[src/rtl/lsu_ctrl_if.sv]
// Data-memory request/acknowledge port between the load/store sequencer
// (master) and the data memory (slave).
interface lsu_ctrl_if;
   logic        mem_req;
   logic        mem_we;
   logic [31:0] mem_addr;
   logic [3:0]  mem_be;
   logic [31:0] mem_wdata;
   logic        mem_ack;
   logic [31:0] mem_rdata;

   modport master (
      output mem_req, mem_we, mem_addr, mem_be, mem_wdata,
      input  mem_ack, mem_rdata
   );

   modport slave (
      input  mem_req, mem_we, mem_addr, mem_be, mem_wdata,
      output mem_ack, mem_rdata
   );
endinterface

[src/rtl/lsu_ctrl.sv]
// Multi-cycle load/store sequencer: byte enables, store lane replication, load extension.
// Optional access timeout with bus_fault is enabled by defining LSU_TIMEOUT_EN.
//
// state    | meaning
// S_IDLE   | waiting for mem_read/mem_write; aligned op latched, misaligned op rejected
// S_ACCESS | mem_req held with stable outputs until mem_ack (or timeout)
// S_DONE   | one retire cycle, stall released, strobes ignored
module lsu_ctrl #(
   parameter int TIMEOUT_CYCLES = 16
) (
   input  logic        clk,
   input  logic        rst_n,
   input  logic        mem_read,
   input  logic        mem_write,
   input  logic [2:0]  func3,
   input  logic [31:0] addr,
   input  logic [31:0] store_data,
   output logic        stall,
   output logic [31:0] load_data,
   output logic        load_valid,
   output logic        misaligned,
   output logic        bus_fault,
   lsu_ctrl_if.master  mem
);

   typedef enum logic [1:0] {S_IDLE, S_ACCESS, S_DONE} state_t;

   state_t      state;
   logic [2:0]  f3_q;
   logic [1:0]  off_q;

   logic        op;
   logic        size_b;
   logic        size_h;
   logic        mis;
   logic [3:0]  be_n;
   logic [31:0] wdata_n;
   logic [31:0] rd_byte_sh;
   logic [31:0] rd_half_sh;
   logic [31:0] fmt;

   // Undefined func3 encodings fall through to word size.
   always_comb begin
      op      = mem_write | mem_read;
      size_b  = (func3[1:0] == 2'b00);
      size_h  = (func3[1:0] == 2'b01);
      mis     = 1'b0;
      be_n    = 4'hF;
      wdata_n = store_data;
      if (size_b) begin
         be_n    = 4'b0001 << addr[1:0];
         wdata_n = {4{store_data[7:0]}};
      end else if (size_h) begin
         mis     = addr[0];
         be_n    = 4'b0011 << {addr[1], 1'b0};
         wdata_n = {2{store_data[15:0]}};
      end else begin
         mis     = (addr[1:0] != 2'b00);
      end
   end

   always_comb begin
      rd_byte_sh = mem.mem_rdata >> {off_q, 3'b000};
      rd_half_sh = mem.mem_rdata >> {off_q[1], 4'b0000};
      fmt        = mem.mem_rdata;
      if (f3_q[1:0] == 2'b00)
         fmt = f3_q[2] ? {24'b0, rd_byte_sh[7:0]} : {{24{rd_byte_sh[7]}}, rd_byte_sh[7:0]};
      else if (f3_q[1:0] == 2'b01)
         fmt = f3_q[2] ? {16'b0, rd_half_sh[15:0]} : {{16{rd_half_sh[15]}}, rd_half_sh[15:0]};
   end

   assign stall = ((state == S_IDLE) && op) || (state == S_ACCESS);

`ifdef LSU_TIMEOUT_EN
   localparam int CW = $clog2(TIMEOUT_CYCLES + 1);
   logic [CW-1:0] cnt;
   logic          fault_q;
   assign bus_fault = fault_q;
`else
   assign bus_fault = 1'b0;
`endif

   always_ff @(posedge clk) begin
      if (!rst_n) begin
         state         <= S_IDLE;
         f3_q          <= '0;
         off_q         <= '0;
         mem.mem_req   <= 1'b0;
         mem.mem_we    <= 1'b0;
         mem.mem_addr  <= '0;
         mem.mem_be    <= '0;
         mem.mem_wdata <= '0;
         load_data     <= '0;
         load_valid    <= 1'b0;
         misaligned    <= 1'b0;
`ifdef LSU_TIMEOUT_EN
         cnt           <= '0;
         fault_q       <= 1'b0;
`endif
      end else begin
         load_valid <= 1'b0;
         misaligned <= 1'b0;
`ifdef LSU_TIMEOUT_EN
         fault_q    <= 1'b0;
`endif
         case (state)
            S_IDLE: begin
               if (op && mis) begin
                  state      <= S_DONE;
                  misaligned <= 1'b1;
                  load_data  <= '0;
                  load_valid <= ~mem_write;
               end else if (op) begin
                  state         <= S_ACCESS;
                  mem.mem_req   <= 1'b1;
                  mem.mem_we    <= mem_write;
                  mem.mem_addr  <= {addr[31:2], 2'b00};
                  mem.mem_be    <= be_n;
                  mem.mem_wdata <= wdata_n;
                  f3_q          <= func3;
                  off_q         <= addr[1:0];
`ifdef LSU_TIMEOUT_EN
                  cnt           <= CW'(TIMEOUT_CYCLES - 1);
`endif
               end
            end
            S_ACCESS: begin
               // An ack on the terminal-count cycle still completes normally.
               if (mem.mem_ack) begin
                  state       <= S_DONE;
                  mem.mem_req <= 1'b0;
                  if (!mem.mem_we) begin
                     load_data  <= fmt;
                     load_valid <= 1'b1;
                  end
               end
`ifdef LSU_TIMEOUT_EN
               else if (cnt == '0) begin
                  state       <= S_DONE;
                  mem.mem_req <= 1'b0;
                  fault_q     <= 1'b1;
                  load_data   <= '0;
                  load_valid  <= ~mem.mem_we;
               end else begin
                  cnt <= cnt - CW'(1);
               end
`endif
            end
            S_DONE:  state <= S_IDLE;
            default: state <= S_IDLE;
         endcase
      end
   end

endmodule

[src/flat_wrapper.sv]
// flat-port wrapper written by rule: the top's interface ports become plain ports
module lsu_ctrl_flat 
#(
   parameter int TIMEOUT_CYCLES = 16
)
  (clk, rst_n, mem_read, mem_write, func3, addr, store_data, stall, load_data, load_valid, misaligned, bus_fault, mem_mem_req, mem_mem_we, mem_mem_addr, mem_mem_be, mem_mem_wdata, mem_mem_ack, mem_mem_rdata);
  lsu_ctrl_if mem_i ();
  input  logic clk;
  input  logic rst_n;
  input  logic mem_read;
  input  logic mem_write;
  input  logic [2:0] func3;
  input  logic [31:0] addr;
  input  logic [31:0] store_data;
  output logic stall;
  output logic [31:0] load_data;
  output logic load_valid;
  output logic misaligned;
  output logic bus_fault;
  output wire logic [$bits(mem_i.mem_req)-1:0] mem_mem_req;
  output wire logic [$bits(mem_i.mem_we)-1:0] mem_mem_we;
  output wire logic [$bits(mem_i.mem_addr)-1:0] mem_mem_addr;
  output wire logic [$bits(mem_i.mem_be)-1:0] mem_mem_be;
  output wire logic [$bits(mem_i.mem_wdata)-1:0] mem_mem_wdata;
  input wire logic [$bits(mem_i.mem_ack)-1:0] mem_mem_ack;
  input wire logic [$bits(mem_i.mem_rdata)-1:0] mem_mem_rdata;
  assign mem_mem_req = mem_i.mem_req;
  assign mem_mem_we = mem_i.mem_we;
  assign mem_mem_addr = mem_i.mem_addr;
  assign mem_mem_be = mem_i.mem_be;
  assign mem_mem_wdata = mem_i.mem_wdata;
  assign mem_i.mem_ack = mem_mem_ack;
  assign mem_i.mem_rdata = mem_mem_rdata;
  lsu_ctrl #(.TIMEOUT_CYCLES(TIMEOUT_CYCLES)) u_core (.clk(clk), .rst_n(rst_n), .mem_read(mem_read), .mem_write(mem_write), .func3(func3), .addr(addr), .store_data(store_data), .stall(stall), .load_data(load_data), .load_valid(load_valid), .misaligned(misaligned), .bus_fault(bus_fault), .mem(mem_i));
endmodule
[config.mk]
export PLATFORM = sky130hd
export DESIGN_NAME = lsu_ctrl_flat
export DESIGN_NICKNAME = d
export VERILOG_FILES = /design/src/rtl/lsu_ctrl_if.sv /design/src/rtl/lsu_ctrl.sv /design/src/flat_wrapper.sv
export SDC_FILE = /design/constraint.sdc
export NUM_CORES = 1
export LEC_CHECK = 0
export CORE_UTILIZATION = 42
export CTS_CLUSTER_DIAMETER = 200
export DETAILED_ROUTE_END_ITERATION = 6
export PLACE_DENSITY = 0.91
export SLEW_MARGIN = 20
export SYNTH_ARGS = -nofsm -noshare
export SYNTH_HDL_FRONTEND = slang
export SYNTH_SLANG_ARGS = --single-unit
[constraint.sdc]
create_clock -name clk -period 2.2 [get_ports clk]
set_input_delay 0.44 -clock clk [delete_from_list [all_inputs] [get_ports clk]]
set_output_delay 0.44 -clock clk [all_outputs]
set_load 0.005 [all_outputs]
==> results.json <==
{
  "initial_core_util_pct": 43.8,
  "io_pins": 210,
  "finalMaxSlewViolations": 0,
  "clk_latency_ns": 0.35,
  "hold_viol": 0,
  "io_buffer_count": 206,
  "rsz0062_at_grt": "no",
  "muxShareOfSynthArea_pct": 10.8,
  "ctsHoldBuffers": 0,
  "critPathMaxStageDelay_ns": 0.55,
  "die_w_um": 109,
  "cts_resized": 1,
  "synth_ff_type": "dfxtp_1",
  "endpoint_kind": "flop",
  "p_sw_share_pct": 27.6,
  "worst-setup-path-type": "in -> reg",
  "async_flop_share_pct": 0,
  "slew_headroom_pct": 55.7,
  "reg2regPathDepth": 5,
  "whs_path_depth": 2,
  "grtUsageMet1_pct": 29.7,
  "dp_hpwl_um": 11900,
  "yosys.area_share.simple_pct": 20.8,
  "multi_input_area_um2": 2420,
  "internal_power_mw": 3.56,
  "tightest_slew_ns": 0.664,
  "postCtsSetupBuffers": 0,
  "min_path_type": "reg -> reg",
  "critPathArrivalTime_ns": 2.38,
  "post-route-min-period_ns": 2.14,
  "clkPwrFrac_pct": 31.4,
  "synth-edff-count": 0,
  "period_share_pct": 97.5,
  "area_growth_pct": 52.7,
  "placed_area_um2": 7100,
  "fillCellCount": 848,
  "powerDensity_nw_per_um2": 667,
  "rows": 38,
  "numClockSinks": 109,
  "grt_util_all_layers_pct": 26.6,
  "core_um2": 11000,
  "drt_wl_total_um": 16100,
  "design_area_um2": 7380,
  "ys_types": 44,
  "syn_avg_cell_area_um2": 9.06,
  "power_switching_mw": 1.36,
  "syn_inst": 533,
  "synth_area_um2": 4830,
  "ys_top_cells_by_area": "dfxtp_1 45%, nand3_1 10%, nand2_1 6.1%",
  "share_comb_of_total_power_pct": 23.4,
  "clock_path_buffers": 2,
  "cts.clk_slew.worst_paths_ns": 0.07,
  "leakage_nw": 3.15,
  "grt_antenna_before_repair": 0,
  "max_cap_viol_count": 0,
  "yosysWarnings": 0,
  "regArea_um2": 2180,
  "yosysMostFrequentCell": "dfxtp_1",
  "synth_common_cells": "109 x dfxtp_1, 100 x nand3_1, 79 x nand2_1",
  "synth_top_area_share_pct": 45.2,
  "synth_seq_area_share_pct": 45.2,
  "synth_top_family_by_area": "simple AND/OR/NAND/NOR gates",
  "final-setup-viol-count": 0,
  "crit_chain": "clkdlybuf4s50_1 > a21oi_1 > or3_1 > o31a_4 > a221o_1",
  "holdWs_ns": 0.454,
  "fin_nets": 831,
  "grt_pass1_wl_um": 24200,
  "cp_max_fo": 32,
  "outcome": "finished clean",
  "clockRootBuffer": "clkbuf_16",
  "top_usage_layer": "met2",
  "die_h_um": 109,
  "instances_no_fill": 872,
  "p_seq_share_pct": 45.2,
  "wl_per_cell_um": 18.5,
  "cts_tree": "built",
  "dp.cells": 856,
  "synth-adder-area-share_pct": 0,
  "grt.overflow.total": 0,
  "drive_above_1_share_pct": 9.70,
  "insertedDiodeCount": 0,
  "fin_util_pct": 66.9,
  "required_ns": 2.43,
  "grt_start_max_net_pins": 117,
  "via_count": 5014,
  "fmax_ghz": 0.466,
  "yosysTopAreaCell": "dfxtp_1",
  "die_area_um2": 11900,
  "drtPass1Iterations": 7,
  "grt_pass1_vias": 4886,
  "drc": 0,
  "met2_usage_pct": 45.3,
  "ant_nets": 0,
  "gp_congestion": 0.892,
  "fin_worst_skew_ns": 0.0105,
  "drt_iter0_drc": 410,
  "yosys_register_bits": 109,
  "cts_buffers": 9,
  "cp_slowest_cell": "clkdlybuf4s50_1",
  "synth-xor-area-share_pct": 0,
  "peakVddDrop_uv": 463,
  "synth-compound-area-share_pct": 18.0,
  "power_mw": 4.92,
  "met3_usage_pct": 9.38,
  "critPathLaunchType": "primary input",
  "h-tree-depth": 3,
  "routed_via_density": 5.75
}
[stage by stage]
stage | setup TNS [ns] | setup WS (ns)
floorplan | 0 | 0.363
global placement | -5.15 | -0.192
detailed placement | -6.65 | -0.249
CTS | 0 | 0.107
global route | 0 | 0.0387
finish | 0 | 0.0557
[cell type report]
class                   instances  share of cell area, %
well taps                     140                   2.37
clock inverters                 5                  0.441
repair buffers                234                   31.4
clock buffers                  11                   3.29
inverters                       2                  0.102
multi-input cells             371                   32.8
flip-flops and latches        109                   29.6
[state kept, by name, summed over array words and instances, names as in the netlist, 2 cells and up]
| register | count |
|---|---|
| u_core.load_data | 32 |
| u_core.mem.mem_wdata | 32 |
| u_core.mem.mem_addr | 30 |
| u_core.mem.mem_be | 4 |
| u_core.f3_q | 3 |
| u_core.off_q | 2 |
| u_core.state | 2 |
[power groups by stage]
| stage | sequential, mW | clock, mW | combinational (mW) |
|---|---|---|---|
| floorplan | 2.26 | 0 | 0.475 |
| global placement | 2.26 | 0 | 1.10 |
| detailed placement | 2.27 | 0 | 1.14 |
| CTS | 2.23 | 1.57 | 1.15 |
| global route | 2.24 | 1.66 | 1.23 |
| finish | 2.23 | 1.54 | 1.15 |
[layer usage]
metal | vias to the layer above | wire length, µm
li1 | 2314 | -
met1 | 2349 | 5990
met2 | 299 | 7960
met3 | 52 | 1620
met4 | 0 | 555
met5 | - | 0
[worst max-delay path, delay by kind of cell]
kind	cells	cell delay, ns
and+or+nand+nor	1	0.40
AOI/OAI and AO/OA	3	0.98
buffers and inverters	1	0.55
[cell usage in the layout, fill, tap and decap left out, types with 2 or more instances in the layout]
cell / count
o211a_1: 18
nor2_1: 19
mux2i_1: 26
o21ai_0: 35
or2_2: 2
mux4_2: 7
dfxtp_1: 109
clkdlybuf4s50_1: 204
clkbuf_16: 9
inv_1: 2
conb_1: 3
nand3_1: 100
clkinv_2: 3
a22o_1: 7
nor3b_1: 2
buf_12: 4
a21oi_1: 12
nor3_1: 4
buf_4: 25
mux2_2: 9
nand2b_1: 3
nand2_1: 79
inv_6: 2
a221o_1: 24
[logic make-up after synthesis]
kind of cell	Yosys count
buf+inv	55
flops	109
other cells	1
mux	42
simple gates	216
compound gates	110
[final timing paths]
path,startpoint,endpoint,slack (ns)
max reg2reg,u_core.f3_q[0],u_core.load_data[4],0.25
min,u_core.mem.mem_addr[3],u_core.mem.mem_addr[3],0.45
max,func3[1],u_core.load_data[17],0.06
min reg2reg,u_core.mem.mem_addr[3],u_core.mem.mem_addr[3],0.45
Note: power is estimated with default switching activity, not from simulation.
